**src/rtl/score_pkg.sv**
```systemverilog
// Shared score-display types and constants.
// Used by the score register block and the BCD converters.
package score_pkg;

  localparam int SCORE_W = 20;
  localparam int SCORE_DIGITS = 7;
  localparam logic [3:0] BCD_BLANK = 4'hF;

  typedef enum logic [1:0] {
    IDLE,
    SHIFT,
    DONE
  } bcd_state_t;

  typedef logic [SCORE_DIGITS-1:0][3:0] bcd_digits_t;

endpackage

```
**src/rtl/score_bcd_converter_if.sv**
```systemverilog
// Start/busy/done handshake between a score source and its BCD converter.
// master drives the request, slave is the converter.
interface score_bcd_converter_if #(
  parameter int BIN_W = 20,
  parameter int DIGITS = 7
) ();

  logic                  start;
  logic [BIN_W-1:0]      bin_in;
  logic                  busy;
  logic                  done;
  logic [4*DIGITS-1:0]   bcd_out;
  logic                  ovf;

  modport master (
    output start, bin_in,
    input  busy, done, bcd_out, ovf
  );

  modport slave (
    input  start, bin_in,
    output busy, done, bcd_out, ovf
  );

endinterface

```
**src/rtl/score_bcd_converter_add3_digit.sv**
```systemverilog
// Double-dabble correction cell: add 3 to a BCD digit of 5 or more.
// Purely combinational.
module bcd_add3_digit (
  input  logic [3:0] din,
  output logic [3:0] dout
);

  assign dout = (din >= 4'd5) ? din + 4'd3 : din;

endmodule

```
**src/rtl/score_bcd_converter.sv**
```systemverilog
// Iterative binary-to-BCD score converter, one bit per clock.
// Define SCORE_BCD_BLANK_EN to blank leading zero digits with 4'hF.
module score_bcd_converter
  import score_pkg::*;
#(
  parameter int BIN_W = SCORE_W,
  parameter int DIGITS = SCORE_DIGITS
) (
  input logic                  Clk,
  input logic                  Reset_n,
  score_bcd_converter_if.slave sb
);

  localparam int CNT_W = $clog2(BIN_W + 1);
  localparam int DW = 4 * DIGITS;
  localparam logic [CNT_W-1:0] LAST = CNT_W'(BIN_W - 1);
  localparam logic [DW-1:0] SAT = {DIGITS{4'h9}};

`ifdef SCORE_BCD_BLANK_EN
  localparam bit BLANK_EN = 1'b1;
`else
  localparam bit BLANK_EN = 1'b0;
`endif

  bcd_state_t state_q, state_d;

  logic [BIN_W-1:0]         shift_q, shift_d;
  logic [DIGITS-1:0][3:0]   dig_q, dig_d;
  logic [DIGITS-1:0][3:0]   adj;
  logic [DIGITS-1:0][3:0]   loaded;
  logic [DW-1:0]            adj_flat, dig_next;
  logic [CNT_W-1:0]         cnt_q, cnt_d;
  logic                     acc_q, acc_d;
  logic [DW-1:0]            bcd_q, bcd_d;
  logic                     ovf_q, ovf_d;
  logic                     done_q, done_d;
  logic                     carry, top_bad;

  for (genvar g = 0; g < DIGITS; g++) begin : g_add3
    bcd_add3_digit u_add3 (
      .din  (dig_q[g]),
      .dout (adj[g])
    );
  end

  // Bit shifted out of the top digit means the value no longer fits.
  assign adj_flat = adj;
  assign dig_next = {adj_flat[DW-2:0], shift_q[BIN_W-1]};
  assign carry = adj_flat[DW-1];
  assign top_bad = dig_next[DW-1 -: 4] > 4'd9;

  always_comb begin
    logic lead;
    loaded = dig_q;
    lead = BLANK_EN;
    for (int i = DIGITS - 1; i >= 1; i--) begin
      if (lead && dig_q[i] == 4'd0) loaded[i] = BCD_BLANK;
      else lead = 1'b0;
    end
  end

  always_comb begin
    state_d = state_q;
    shift_d = shift_q;
    dig_d = dig_q;
    cnt_d = cnt_q;
    acc_d = acc_q;
    bcd_d = bcd_q;
    ovf_d = ovf_q;
    done_d = 1'b0;
    unique case (state_q)
      IDLE: begin
        if (sb.start) begin
          shift_d = sb.bin_in;
          dig_d = '0;
          cnt_d = '0;
          acc_d = 1'b0;
          state_d = SHIFT;
        end
      end
      SHIFT: begin
        shift_d = shift_q << 1;
        dig_d = dig_next;
        acc_d = acc_q | carry | top_bad;
        cnt_d = cnt_q + 1'b1;
        if (cnt_q == LAST) state_d = DONE;
      end
      DONE: begin
        bcd_d = acc_q ? SAT : loaded;
        ovf_d = acc_q;
        done_d = 1'b1;
        state_d = IDLE;
      end
      default: state_d = IDLE;
    endcase
  end

  always_ff @(posedge Clk or negedge Reset_n) begin
    if (!Reset_n) begin
      state_q <= IDLE;
      shift_q <= '0;
      dig_q <= '0;
      cnt_q <= '0;
      acc_q <= 1'b0;
      bcd_q <= '0;
      ovf_q <= 1'b0;
      done_q <= 1'b0;
    end else begin
      state_q <= state_d;
      shift_q <= shift_d;
      dig_q <= dig_d;
      cnt_q <= cnt_d;
      acc_q <= acc_d;
      bcd_q <= bcd_d;
      ovf_q <= ovf_d;
      done_q <= done_d;
    end
  end

  assign sb.busy = (state_q != IDLE);
  assign sb.done = done_q;
  assign sb.bcd_out = bcd_q;
  assign sb.ovf = ovf_q;

endmodule

```
**src/flat_wrapper.sv**
```systemverilog
// flat-port wrapper written by rule: the top's interface ports become plain ports
module score_bcd_converter_flat import score_pkg::*;
#(
  parameter int BIN_W = SCORE_W,
  parameter int DIGITS = SCORE_DIGITS
)
  (Clk, Reset_n, sb_start, sb_bin_in, sb_busy, sb_done, sb_bcd_out, sb_ovf);
  score_bcd_converter_if #(.BIN_W(BIN_W), .DIGITS(DIGITS)) sb_i ();
  input logic Clk;
  input logic Reset_n;
  input wire logic [$bits(sb_i.start)-1:0] sb_start;
  input wire logic [$bits(sb_i.bin_in)-1:0] sb_bin_in;
  output wire logic [$bits(sb_i.busy)-1:0] sb_busy;
  output wire logic [$bits(sb_i.done)-1:0] sb_done;
  output wire logic [$bits(sb_i.bcd_out)-1:0] sb_bcd_out;
  output wire logic [$bits(sb_i.ovf)-1:0] sb_ovf;
  assign sb_i.start = sb_start;
  assign sb_i.bin_in = sb_bin_in;
  assign sb_busy = sb_i.busy;
  assign sb_done = sb_i.done;
  assign sb_bcd_out = sb_i.bcd_out;
  assign sb_ovf = sb_i.ovf;
  score_bcd_converter #(.BIN_W(BIN_W), .DIGITS(DIGITS)) u_core (.Clk(Clk), .Reset_n(Reset_n), .sb(sb_i));
endmodule
```
**config.mk**
```make
export PLATFORM = sky130hd
export DESIGN_NAME = score_bcd_converter_flat
export DESIGN_NICKNAME = d
export VERILOG_FILES = /design/src/rtl/score_pkg.sv /design/src/rtl/score_bcd_converter_if.sv /design/src/rtl/score_bcd_converter_add3_digit.sv /design/src/rtl/score_bcd_converter.sv /design/src/flat_wrapper.sv
export SDC_FILE = /design/constraint.sdc
export NUM_CORES = 1
export LEC_CHECK = 0
export ABC_AREA = 0
export BUFFER_PORTS_ARGS = -buffer_cell sky130_fd_sc_hd__clkbuf_2
export CORE_MARGIN = 8
export CORE_UTILIZATION = 58
export CTS_CLUSTER_SIZE = 16
export DETAILED_ROUTE_END_ITERATION = 8
export PLACE_DENSITY = 0.89
export SLEW_MARGIN = 25
export SYNTH_ARGS = -nofsm -noshare
export SYNTH_HDL_FRONTEND = slang
export SYNTH_SLANG_ARGS = --single-unit
```
**constraint.sdc**
```tcl
create_clock -name Clk -period 2.4 [get_ports Clk]
set_clock_uncertainty 0.15 [all_clocks]
set_input_delay 0.24 -clock Clk [delete_from_list [all_inputs] [get_ports Clk]]
set_output_delay 0.24 -clock Clk [all_outputs]
set_load 0.05 [all_outputs]
```
==> results.json <==
{
  "grt_setup_unrepaired": "false",
  "crit_chain": "buf_4 > nor2_1 > inv_1 > clkbuf_2",
  "nets": 531,
  "min_from": "sb_bin_in[3]",
  "insertion_delay_ns": 0.36,
  "slowest_delay_ns": 0.66,
  "min_path_type": "input pin to flop",
  "async_flop_share_pct": 100.0,
  "n_antenna_cell": 0,
  "cts.path.max_buffers": 2,
  "die_w_microns": 101.8,
  "cp.arrival_ns": 1.74,
  "worstHoldEndpoint": "u_core.shift_q[3]$_DFFE_PN0P_",
  "first_pass_iters": 4,
  "finalSetupViolations": 0,
  "cts_buffers": 9,
  "worstReg2RegStart": "u_core.dig_q[4]$_DFFE_PN0P_",
  "routed_wl_microns": 8587,
  "synth_edf_count": 0,
  "vias": 3282,
  "clk_pin_slew_ns": 0.08,
  "post_cts_resized": 0,
  "grt_first_pass_wirelength_microns": 14540,
  "design.die.area_sq_um": 10370,
  "syn_inst": 444,
  "reg2reg_depth": 6,
  "cp-end-kind": "primary output",
  "io_buffers": 53,
  "required_ns": 2.01,
  "ys_ff_latch": 86,
  "ant_nets": 0,
  "gp_congestion": 0.7748,
  "post-route-period-util_pct": 88.92,
  "io_pins": 54,
  "fin_crit_ns": 2.134,
  "antenna_found_initial": 0,
  "final_core_util_pct": 66.34,
  "ir_drop_mv": 0.5227,
  "synth.avg_cell_area_sq_um": 9.626,
  "grt_overflow_total": 0,
  "area_growth_pct": 11.97,
  "slew_headroom_pct": 39.37,
  "nFillCells": 561,
  "coreArea_sq_um": 7214,
  "syn_nets": 482,
  "clock.fmax_mhz": 468.6,
  "cp_slowest_cell": "dfrtp_1",
  "dpl.hpwl_microns": 6070,
  "clock_sinks": 86,
  "htree_levels": 3,
  "cts-root-buf": "clkbuf_8",
  "cts_tree": "done",
  "worst_slew_pin_slew_ns": 0.9095,
  "fp.dieH_microns": 101.8,
  "status": "completed",
  "cap_violations": 0,
  "synth_warnings": 0,
  "ys_types": 36,
  "ff2ff_setup_slack_ns": 0.47,
  "powerDensity_nw_per_um2": 1148,
  "cp-startpoint": "u_core.state_q[1]$_DFFE_PN0P_",
  "crit_type": "flop to primary output",
  "critPathLaunchType": "flop",
  "path_max_fanout": 15,
  "drt-initial-drc-count": 182,
  "r2r_end": "u_core.dig_q[6]$_DFFE_PN0P_",
  "netlist_area_sq_um": 4274,
  "synth.yosys.seq_area_share_pct": 50.35,
  "leakagePower_uw": 0.002304,
  "seqCellArea_sq_um": 2152,
  "drc": 0,
  "start_util_pct": 59.24,
  "first_global_vias": 3244,
  "vias_per_cell": 5.497,
  "grtUsageTotal_pct": 17.43,
  "layout-drive-gt1-share_pct": 17.67,
  "slew_violations": 0,
  "grt_start_max_net_pins": 60,
  "whs_path_depth": 4,
  "tns_ns": 0,
  "multi_input_comb_area_sq_um": 1881,
  "wl_per_cell_microns": 14.38,
  "report.final.hold_viol_count": 0,
  "synth_flop_cell": "dfrtp_1",
  "rows": 31
}
## area by class of cell
type	instances	area share, %
Sequential cell	86	44.97
Multi-Input combinational cell	315	39.29
Timing Repair Buffer	65	8.261
Clock buffer	10	2.667
Tap cell	99	2.588
Inverter	16	1.255
Clock inverter	6	0.9673
## state kept, by name (all words and copies together) (netlist names)
name	flops
u_core.sb.ovf	1
u_core.state_q	2
u_core.shift_q	20
u_core.cnt_q	5
u_core.sb.done	1
u_core.dig_q	28
u_core.sb.bcd_out	28
u_core.acc_q	1
## stage by stage
step	std cells	hold slack, ns	setup WS [ns]	power (uW)	cell area, sq um
2_1_floorplan	444	-0.2056	0.7009	4061	4274
5_1_grt	597	0.1571	0.1661	5900	4786
4_1_cts	597	0.1386	0.2584	5513	4786
3_5_place_dp	579	0.1892	0.5360	4601	4592
6_report	597	0.1335	0.2658	5492	4786
3_3_place_gp	578	0.1900	0.4596	4416	4564
## synthesized netlist by cell type (9+ instances only)
| cell | number | area share (%) |
|---|---|---|
| dfrtp_1 | 86 | 50 |
| clkbuf_1 | 10 | 0.88 |
| o21ai_0 | 67 | 7.8 |
| nand2b_1 | 15 | 2.2 |
| ha_1 | 15 | 4.4 |
| and3b_1 | 19 | 3.9 |
| buf_6 | 9 | 2.4 |
| nor2_1 | 20 | 1.8 |
| a21oi_1 | 29 | 3.4 |
| nand2_1 | 80 | 7.0 |
| o31ai_1 | 9 | 1.6 |
| inv_1 | 16 | 1.4 |
## critical path, delay by kind of cell, from the launching register on
kind | cells | cell delay (ns)
AND/OR/NAND/NOR | 1 | 0.10
buffers and inverters | 3 | 0.63
flip-flops | 1 | 0.66
## cells in the final DEF, fill, tap and decap left out, types with 3 or more instances in the layout
cell type,Yosys,routed
a21oi_1,29,29
a22o_1,8,8
and3b_1,19,19
buf_4,1,9
clkbuf_2,1,52
clkbuf_8,0,9
dfrtp_1,86,86
ha_1,15,15
inv_1,16,16
mux2_2,4,4
mux2i_1,3,3
nand2_1,80,80
nand2b_1,15,15
nand3_1,5,5
nor2_1,20,20
nor3_1,5,5
nor3b_1,4,4
o21ai_0,67,67
o21ai_1,8,8
o31ai_1,9,9
xnor2_1,7,7
xor2_1,3,3
## layer usage
| layer | vias to the layer above | wire, microns | GRT usage, % |
|---|---|---|---|
| li1 | 1616 | - | - |
| met1 | 1572 | 3957 | 22.65 |
| met2 | 83 | 4003 | 27.77 |
| met3 | 11 | 525 | 3.406 |
| met4 | 0 | 101 | 7.562 |
| met5 | - | 0 | 0 |
## cells by family after synthesis
group	Yosys count	synth area share [%]
adders and majority gates	15	4.391
muxes	8	2.020
AOI/OAI and AO/OA	128	17.33
xor gates and xnor gates	10	2.049
buffers and inverters	43	5.650
DFF	86	50.35
and+or+nand+nor	154	18.21
## worst max-delay path by stage
stage                              endpoint  slack [ns]  cells after the start
6_report                            sb_busy        0.27                      4
5_1_grt                             sb_busy        0.17                      4
4_1_cts                             sb_busy        0.26                      4
3_5_place_dp    u_core.dig_q[2]$_DFFE_PN0P_        0.54                      6
3_3_place_gp   u_core.dig_q[24]$_DFFE_PN0P_        0.46                      3
2_1_floorplan  u_core.dig_q[26]$_DFFE_PN0P_        0.70                      6
## report_power, final
part           switching, uW  internal (uW)
registers                475           1920
clock network            535            383
logic                   1290            889
## repair_timing
action	CTS	global route
hold buffers	2	0
hold endpoints to repair	58	0
setup buffers	0	0
Note: power is estimated with default switching activity, not from simulation.
